==> src/rtl/slice_add_pkg.sv <==
// slice_add_pkg: shared state type and default sizes for the sequenced adder
package slice_add_pkg;
  typedef enum logic [1:0] {IDLE, RUN, DONE} state_t;
  localparam int WIDTH_DEF = 64;
  localparam int SLICE_DEF = 4;
endpackage

==> src/rtl/slice_adder.sv <==
// slice_adder: combinational SLICE-bit adder with carry in/out
module slice_adder #(
  parameter int SLICE = 4
) (
  input  logic [SLICE-1:0] a,
  input  logic [SLICE-1:0] b,
  input  logic             ci,
  output logic [SLICE-1:0] s,
  output logic             co
);
  assign {co, s} = {1'b0, a} + {1'b0, b} + {{SLICE{1'b0}}, ci};
endmodule

==> src/rtl/slice_add_sequencer.sv <==
// slice_add_sequencer: WIDTH-bit add done one SLICE per cycle with rippled carry register
module slice_add_sequencer
  import slice_add_pkg::*;
#(
  parameter int WIDTH = WIDTH_DEF,
  parameter int SLICE = SLICE_DEF
) (
  input  logic             clk,
  input  logic             rst,
  input  logic             in_valid,
  output logic             in_ready,
  input  logic [WIDTH-1:0] A,
  input  logic [WIDTH-1:0] B,
  input  logic             Cin,
  output logic             out_valid,
  input  logic             out_ready,
  output logic [WIDTH-1:0] S,
  output logic             Cout,
  output logic             busy
);
  localparam int N = WIDTH / SLICE;
  localparam int CW = N > 1 ? $clog2(N) : 1;
  state_t state;
  logic [WIDTH-1:0] a_r, b_r;
  logic carry, co;
  logic [CW-1:0] cnt;
  logic [SLICE-1:0] sum;
  logic [WIDTH+SLICE-1:0] s_next;
  slice_adder #(.SLICE(SLICE)) u_add (
    .a(a_r[SLICE-1:0]), .b(b_r[SLICE-1:0]), .ci(carry), .s(sum), .co(co)
  );
  // new slice enters at the top so the low slice ends up at bit 0 after N steps
  assign s_next = {sum, S} >> SLICE;
  assign in_ready = state == IDLE && !rst;
  assign busy = state != IDLE;
  always_ff @(posedge clk) begin
    if (rst) begin
      state <= IDLE;
      out_valid <= 1'b0;
      S <= '0;
      Cout <= 1'b0;
      carry <= 1'b0;
      cnt <= '0;
      a_r <= '0;
      b_r <= '0;
    end else begin
      case (state)
        IDLE: if (in_valid) begin
          a_r <= A;
          b_r <= B;
          carry <= Cin;
          cnt <= '0;
          S <= '0;
          state <= RUN;
        end
        RUN: begin
          a_r <= a_r >> SLICE;
          b_r <= b_r >> SLICE;
          S <= s_next[WIDTH-1:0];
          carry <= co;
          cnt <= cnt + 1'b1;
          if (cnt == CW'(N - 1)) begin
            state <= DONE;
            out_valid <= 1'b1;
            Cout <= co;
          end
        end
        DONE: if (out_ready) begin
          out_valid <= 1'b0;
          state <= IDLE;
        end
        default: state <= IDLE;
      endcase
    end
  end
endmodule

==> config.mk <==
export PLATFORM = sky130hd
export DESIGN_NAME = slice_add_sequencer
export DESIGN_NICKNAME = d
export VERILOG_FILES = /design/src/rtl/slice_add_pkg.sv /design/src/rtl/slice_adder.sv /design/src/rtl/slice_add_sequencer.sv
export SDC_FILE = /design/constraint.sdc
export NUM_CORES = 1
export LEC_CHECK = 0
export CAP_MARGIN = 20
export CORE_MARGIN = 2
export CORE_UTILIZATION = 49
export CTS_CLUSTER_DIAMETER = 50
export CTS_CLUSTER_SIZE = 14
export DETAILED_ROUTE_END_ITERATION = 16
export PLACE_DENSITY = 0.84
export RECOVER_POWER = 50
export SLEW_MARGIN = 10
export SYNTH_ARGS = -nofsm -noshare
export SYNTH_HDL_FRONTEND = slang
export SYNTH_HIERARCHICAL = 1
export SYNTH_SLANG_ARGS = --single-unit
==> constraint.sdc <==
create_clock -name clk -period 2.1 [get_ports clk]
set_clock_uncertainty 0.15 [all_clocks]
set_input_delay 0.42 -clock clk [delete_from_list [all_inputs] [get_ports clk]]
set_output_delay 0.42 -clock clk [all_outputs]
set_load 0.02 [all_outputs]
# == Yosys cells after proc, flatten, opt, wreduce, memory -nomap -nowiden ==
# Index checks and enable logic that the tools add are counted.
# W data, S select, Z words.
# totals
ff_bits,201
input_bits,133
word_cells,44
# classes
add_sub_neg,3
n_eq_ne,6
n_mux,17
n_reduce_logical,10
# ops
op,count
$pmux W64 S2,3
$mux W64,3
$pmux W4 S2,1
$mux W2,3
$ne A2 B2 Y1 const B,3
$pmux W2 S3,1
$reduce_and A3 Y1,2
$reduce_bool A2 Y1,3
$add A4 B4 Y5,1
$add A5 B1 Y5,1
$add A4 B1 Y4 const B,1
$eq A4 B4 Y1 const B,1
$mux W4,1
$pmux W1 S2,2
$reduce_and A2 Y1,2
$mux W1,3
$eq A2 B1 Y1 const B,1
$eq A2 B2 Y1 const B,1
$logic_not A2 Y1,1
$logic_and A1 B1 Y1,1
$logic_not A1 Y1,1

# == Depth between registers and ports, before layout ==
# Gate-level depths: netlist of the first run.
# depth
word_depth,3
ltp_mapped,9

# == Cells and area by module ==
# The synthesis of the first run kept the hierarchy.
# modules_own_cells
module,n_inst,cells_per_inst,area_per_inst_um2,seq_area_each_um2
slice_add_sequencer,1,1089,9788.1,4023.9
slice_adder,1,16,143.9,0.0

# == Worst setup path after synthesis of the first run ==
# OpenSTA, ideal clock, no wires.
# synth_timing
kind,reg2out
start,register state[0]
end,output in_ready
arrival_time_ns,1.376
path_slack_ns,0.154
path_stages_with_launch,6
path_buffers,3
path_cell_list,dfxtp_1 > buf_6 > buf_2 > buf_2 > or2_2 > nor2_1
# synth_via
elab_chain_cells,2
# synth_lines
item,line_no,source
start: declaration,slice_add_sequencer.sv:23,state_t state;
start signal: assignment,slice_add_sequencer.sv:38,state <= IDLE;
start signal: assignment,slice_add_sequencer.sv:54,state <= RUN;
start signal: assignment,slice_add_sequencer.sv:63,state <= DONE;
$logic_not A2 Y1,slice_add_sequencer.sv:34,assign in_ready = state == IDLE && !rst;
$logic_and A1 B1 Y1,slice_add_sequencer.sv:34,
end: declaration,slice_add_sequencer.sv:11,"output logic in_ready,"
# No other way between the ends.

# == Worst setup path in the final report of the first run ==
# layout_timing
start,register S[9]
end,output S[9]
# layout_rtl
item,line_no,source
start: declaration,slice_add_sequencer.sv:17,"output logic [WIDTH-1:0] S,"
start signal: assignment,slice_add_sequencer.sv:59,S <= s_next[WIDTH-1:0];
# No word-level cell between the ends.

==> results of run 1 <==
[flip-flops by register name, indices dropped and copies added (netlist names)]
signal and count:
cnt 4, state 2, S 64, out_valid 1
b_r 64, carry 1, a_r 64, Cout 1
[per-layer routing]
layer	track usage (%)	vias to the layer above
li1	-	4045
met1	28.3	3768
met2	34.6	191
met3	5.72	47
met4	6.50	0
met5	0	-
[repair_timing]
action / CTS / global route
buffers inserted: 0 / 0
setup endpoints to repair: 10 / 33
resized for setup: 13 / 33
[Yosys cell counts]
master | count | area share (%)
nor2_1 | 197 | 7.4
a211o_1 | 1 | 0.088
nor2b_1 | 2 | 0.13
fa_1 | 2 | 0.40
mux2i_1 | 1 | 0.10
a211oi_1 | 2 | 0.15
or3b_1 | 122 | 11
xnor2_1 | 2 | 0.18
a21oi_1 | 57 | 2.9
nand4_1 | 1 | 0.063
buf_8 | 7 | 1.1
clkbuf_1 | 49 | 1.9
nor3_2 | 80 | 8.1
and3_1 | 1 | 0.063
dfxtp_1 | 201 | 41
nand2_1 | 1 | 0.038
o21ai_0 | 1 | 0.050
nor3_1 | 41 | 2.1
a22oi_1 | 73 | 5.5
nand3b_1 | 1 | 0.076
buf_2 | 31 | 1.6
a21oi_2 | 71 | 6.3
o21ba_1 | 1 | 0.10
buf_6 | 6 | 0.68
nor3b_4 | 1 | 0.19
a21o_1 | 1 | 0.076
nand2b_1 | 124 | 7.8
o21bai_1 | 1 | 0.076
inv_1 | 6 | 0.23
buf_4 | 9 | 0.68
nand3_1 | 2 | 0.10
ha_1 | 4 | 0.50
or2_2 | 1 | 0.063
buf_1 | 5 | 0.19
[layout make-up]
| class | instances | area [sq um] | area share, % |
|---|---|---|---|
| multi-input cells | 791 | 5290 | 42.7 |
| flip-flops and latches | 201 | 4020 | 32.4 |
| repair buffers | 216 | 2030 | 16.3 |
| clock buffers | 28 | 583 | 4.70 |
| well taps | 270 | 338 | 2.72 |
| clock inverters | 10 | 120 | 0.968 |
| inverters | 6 | 22.5 | 0.181 |
[worst min-delay path, delay by kind of cell, from the launching register on]
kind             cells  cell delay [ps]
AO/OA/AOI/OAI        1               60
AND/OR/NAND/NOR      1               60
flip-flops           1              320
[worst paths after layout]
kind                to  slack (ps)  cells after the start
min          out_valid         330                      2
min reg2reg  out_valid         330                      2
max               S[9]          30                      1
max reg2reg      carry         130                      9
[power breakdown]
part	internal [mW]	switching (mW)	leakage (nW)	total (mW)
Combinational	0.810	0.811	2.56	1.62
Clock	2.14	1.61	0.336	3.75
Sequential	4.07	0.122	1.65	4.19
[logic make-up after synthesis]
kind of cell | share of synthesized area [%]
flip-flops | 40.5
buffers and inverters | 6.25
XOR/XNOR | 0.176
multiplexers | 0.101
adder cells (fa/ha/maj) | 0.907
AO/OA/AOI/OAI | 15.2
AND/OR/NAND/NOR | 36.9
[metrics by stage]
stage          area, sq um  hold slack [ps]  setup TNS, ps  util, %
2_1_floorplan         9930              308              0        -
3_3_place_gp         12000              293              0     59.6
3_5_place_dp         12000              317              0     59.6
4_1_cts              12600              326              0     63.1
5_1_grt              12400              353          -4.79     61.9
6_report             12400              329              0     61.9
==> results_dict.tcl, run 1 <==
set metrics [dict create \
    grt_start_max_net_pins 154 \
    fin_total_pwr_mw 9.56 \
    worstPathRequired_ps 1530 \
    num_rows 52 \
    max_stage_delay_ps 630 \
    seq_area_frac_synth_pct 40.5 \
    grt_usage_pct 21.4 \
    min_period_ps 2070 \
    hp-start "out_valid" \
    drive_above_1_share_pct 16.5 \
    antenna_found_initial 0 \
    slew_violations 0 \
    grt_pass1_wl_mm 39.1 \
    numCtsBuffers 22 \
    crit_fanout 3 \
    io_buffers 200 \
    htree_levels 1 \
    drv_cap 0 \
    cts-root-buf "clkbuf_16" \
    placed_cells 1484 \
    path_clk_slew_ps 70 \
    path_delay_family "buffers and inverters" \
    place.gp.congestion 0.775 \
    fp.dieArea_sq_um 21400 \
    ant_nets 0 \
    routed_via_density 5.29 \
    dr_wl_met3_mm 1.54 \
    routed.top_layer "met4" \
    path_cells "clkdlybuf4s50_1" \
    worstSetupEndpointType "output port" \
    wl_met2_mm 10.7 \
    cts_tree "yes" \
    cts_hold_buf 0 \
    drtIter0Drc 380 \
    dp_slack_ps 128 \
    setup_viol 0 \
    hold_violations 0 \
    critPathSlowestCell "clkdlybuf4s50_1" \
    min_period_over_period_pct 98.5 \
    syn_nets 1244 \
    area_growth_pct 24.9 \
    grt_pass1_vias 7903 \
    ys_ff_latch 201 \
    layout_commonest_cell "dfxtp_1" \
    path_class "reg -> out" \
    avgSynthCellArea_sq_um 8.99 \
    outcome "finished, final reports clean" \
    slew_headroom_pct 33.3 \
    nets 1377 \
    clk_path_buf_depth 3 \
    grt.overflow.total 0 \
    clk_latency_ps 510 \
    finalNonFillerCells 1522 \
    layout_setup_ws_ps 31.3 \
    final_cell_mix "dfxtp_1, nor2_1, clkdlybuf4s50_1, nand2b_1, or3b_1" \
    antenna_cells 0 \
    initial_utilization_pct 49.6 \
    irDropWorstVdd_mv 0.523 \
    leakagePower_nw 4.54 \
    die_height_um 146 \
    hpwl_mm 14.4 \
    min_path_type "reg -> reg" \
    nFillCells 1760 \
    crit_arrival_ps 1500 \
    via_count 8051 \
    fmax_mhz 483 \
    drc_errors 0 \
    firstDrtPassIters 5 \
    crit_path_start_kind "flip-flop" \
    pin_count 201 \
    synth_cells 1105 \
    power_density_nw_per_um2 771 \
    worstMarginPinSlew_ps 1000 \
    drt-met1-wl_mm 10.5 \
    cp.buffers_inverters 1 \
    drt-total-wl_mm 23.3 \
    synth.distinct_cells 34 \
    core_area_sq_um 20000 \
    cts_sinks 201 \
    worstReg2RegStart "a_r[0]" \
    critPathLaunch "S[9]" \
    die_w_um 146 \
    wl_per_cell_um 15.3 \
    syn_area_sq_um 9930 \
    ys_warn_count 6 \
]
(Power assumes the default switching activity.)
==> run 2, diff against run 1 <==
Settings changed: CORE_ASPECT_RATIO set to 0.8, CTS_BUF_LIST set to sky130_fd_sc_hd__clkbuf_8 sky130_fd_sc_hd__clkbuf_16.
==> run 2 against run 1 <==
Against the previous run:
- sequential share of layout area increased by 0.052 points
- via count increased by 0.97%
- flip-flop and latch count unchanged
- first-iteration DRC count increased by 31%
- sequential power about the same
- clock power decreased by 9.3%
==> results_dict.tcl, run 2 (synthesis results as in run 1) <==
set metrics [dict create \
    outcome "finished, final reports clean" \
    worstReg2RegStart "state[1]" \
    hp-start "out_valid" \
    drt-total-wl_mm 23.8 \
    fmax_mhz 485 \
    routed_via_density 5.37 \
    clk_latency_ps 480 \
    initial_utilization_pct 50.0 \
    postCtsSetupRepairBufs 0 \
    rsz0062_at_grt "no" \
    numCtsBuffers 20 \
    path_depth 1 \
    die_height_um 131 \
    cp.buffers_inverters 1 \
    ant_nets 0 \
    drc_errors 0 \
    area_growth_pct 24.7 \
    place.gp.congestion 0.789 \
    pin_count 201 \
    drive_above_1_share_pct 16.3 \
    power_density_nw_per_um2 744 \
    cts_sinks 201 \
    final_cell_mix "dfxtp_1, nor2_1, clkdlybuf4s50_1, nand2b_1, or3b_1" \
    io_buffers 200 \
    finalNonFillerCells 1513 \
    grt_usage_pct 21.9 \
    firstDrtPassIters 5 \
    fin_total_pwr_mw 9.22 \
    slew_violations 0 \
    grt_pass1_vias 7771 \
    slew_headroom_pct 57.8 \
    drtIter0Drc 496 \
    path_cells "clkdlybuf4s50_1" \
    htree_levels 1 \
    crit_arrival_ps 1490 \
    rrSetupSlack_ps 110 \
    fp.dieArea_sq_um 21400 \
    hold_violations 0 \
    nets 1376 \
    crit_fanout 3 \
    hpwl_mm 14.7 \
    holdPathStages 2 \
    grt_pass1_wl_mm 39.5 \
    worstMarginPinSlew_ps 633 \
    drv_cap 0 \
    reg.largest.list "S: 64 flops, a_r: 64 flops, b_r: 64 flops" \
    path_delay_family "buffers and inverters" \
    clk_path_buf_depth 3 \
    min_period_ps 2060 \
    num_rows 46 \
    path_class "reg -> out" \
    placed_cells 1479 \
    setup_viol 0 \
    grt_start_max_net_pins 128 \
    reg2reg_depth 5 \
    wl_per_cell_um 15.7 \
    antenna_found_initial 1 \
    min_to "out_valid" \
    path_clk_slew_ps 60 \
    core_area_sq_um 19900 \
    cts_tree "yes" \
    critPathSlowestCell "clkdlybuf4s50_1" \
    cts_hold_buf 0 \
    cts-root-buf "clkbuf_16" \
    grt.overflow.total 0 \
    layout_commonest_cell "dfxtp_1" \
    min_path_type "reg -> reg" \
    crit_path_start_kind "flip-flop" \
    via_count 8129 \
    min_period_over_period_pct 98.3 \
    max_stage_delay_ps 640 \
    worstSetupEndpointType "output port" \
    die_w_um 163 \
    leakagePower_nw 4.53 \
    irDropWorstVdd_mv 0.528 \
    tns_ps 0 \
    worstPathRequired_ps 1530 \
    utilization_pct 62.4 \
    rr_endpoint "a_r[44]" \
]
[run 2: what timing repair did]
action	in CTS	in global routing
pin swaps	0	0
cloned	0	0
gates resized for setup	8	26
endpoints found under the setup margin	5	23
hold endpoints to repair	0	0
[run 2: per-stage QoR]
| step | setup WS (ps) | area, sq um | hold WS, ps |
|---|---|---|---|
| 3_5_place_dp | 125 | 12000 | 311 |
| 3_3_place_gp | 182 | 12000 | 291 |
| 6_report | 36.6 | 12400 | 326 |
| 4_1_cts | 11.0 | 12600 | 335 |
| 2_1_floorplan | 154 | 9930 | 308 |
| 5_1_grt | 2.20 | 12400 | 359 |
[run 2: where the power goes]
part | internal, mW | leakage, nW | switching (mW)
registers | 4.07 | 1.65 | 0.120
logic | 0.807 | 2.55 | 0.821
clock network | 1.92 | 0.319 | 1.48
total | 6.80 | 4.53 | 2.42
[run 2: area by class of cell]
| cell class | count | area [sq um] |
|---|---|---|
| Timing Repair Buffer | 217 | 2100 |
| Fill cell | 1713 | 7470 |
| Antenna cell | 1 | 2.50 |
| Clock buffer | 24 | 567 |
| Sequential cell | 201 | 4020 |
| Inverter | 6 | 22.5 |
| Multi-Input combinational cell | 791 | 5290 |
| Clock inverter | 9 | 53.8 |
| Tap cell | 264 | 330 |
[run 2: metal layers]
layer / global-route usage (%) / wire (um)
met3: 6.22 / 1690
met5: 0 / 0
met2: 34.4 / 10900
met1: 30.4 / 10800
met4: 3.69 / 335
[run 2: how the worst max path moves through the flow]
stage / start / to / slack (ps)
after global placement: state[1] / in_ready / 180
after detailed placement: a_r[0] / carry / 120
after CTS: S[62] / S[62] / 10
after global routing: S[37] / S[37] / 2
final: S[22] / S[22] / 40
after floorplan: state[0] / in_ready / 150
==> run 3, diff against run 2 <==
Settings changed: ABC_CLOCK_PERIOD_IN_PS set to 2100.
==> results of run 3 <==
Final layout, timing and power as in run 2 (identical DEF).
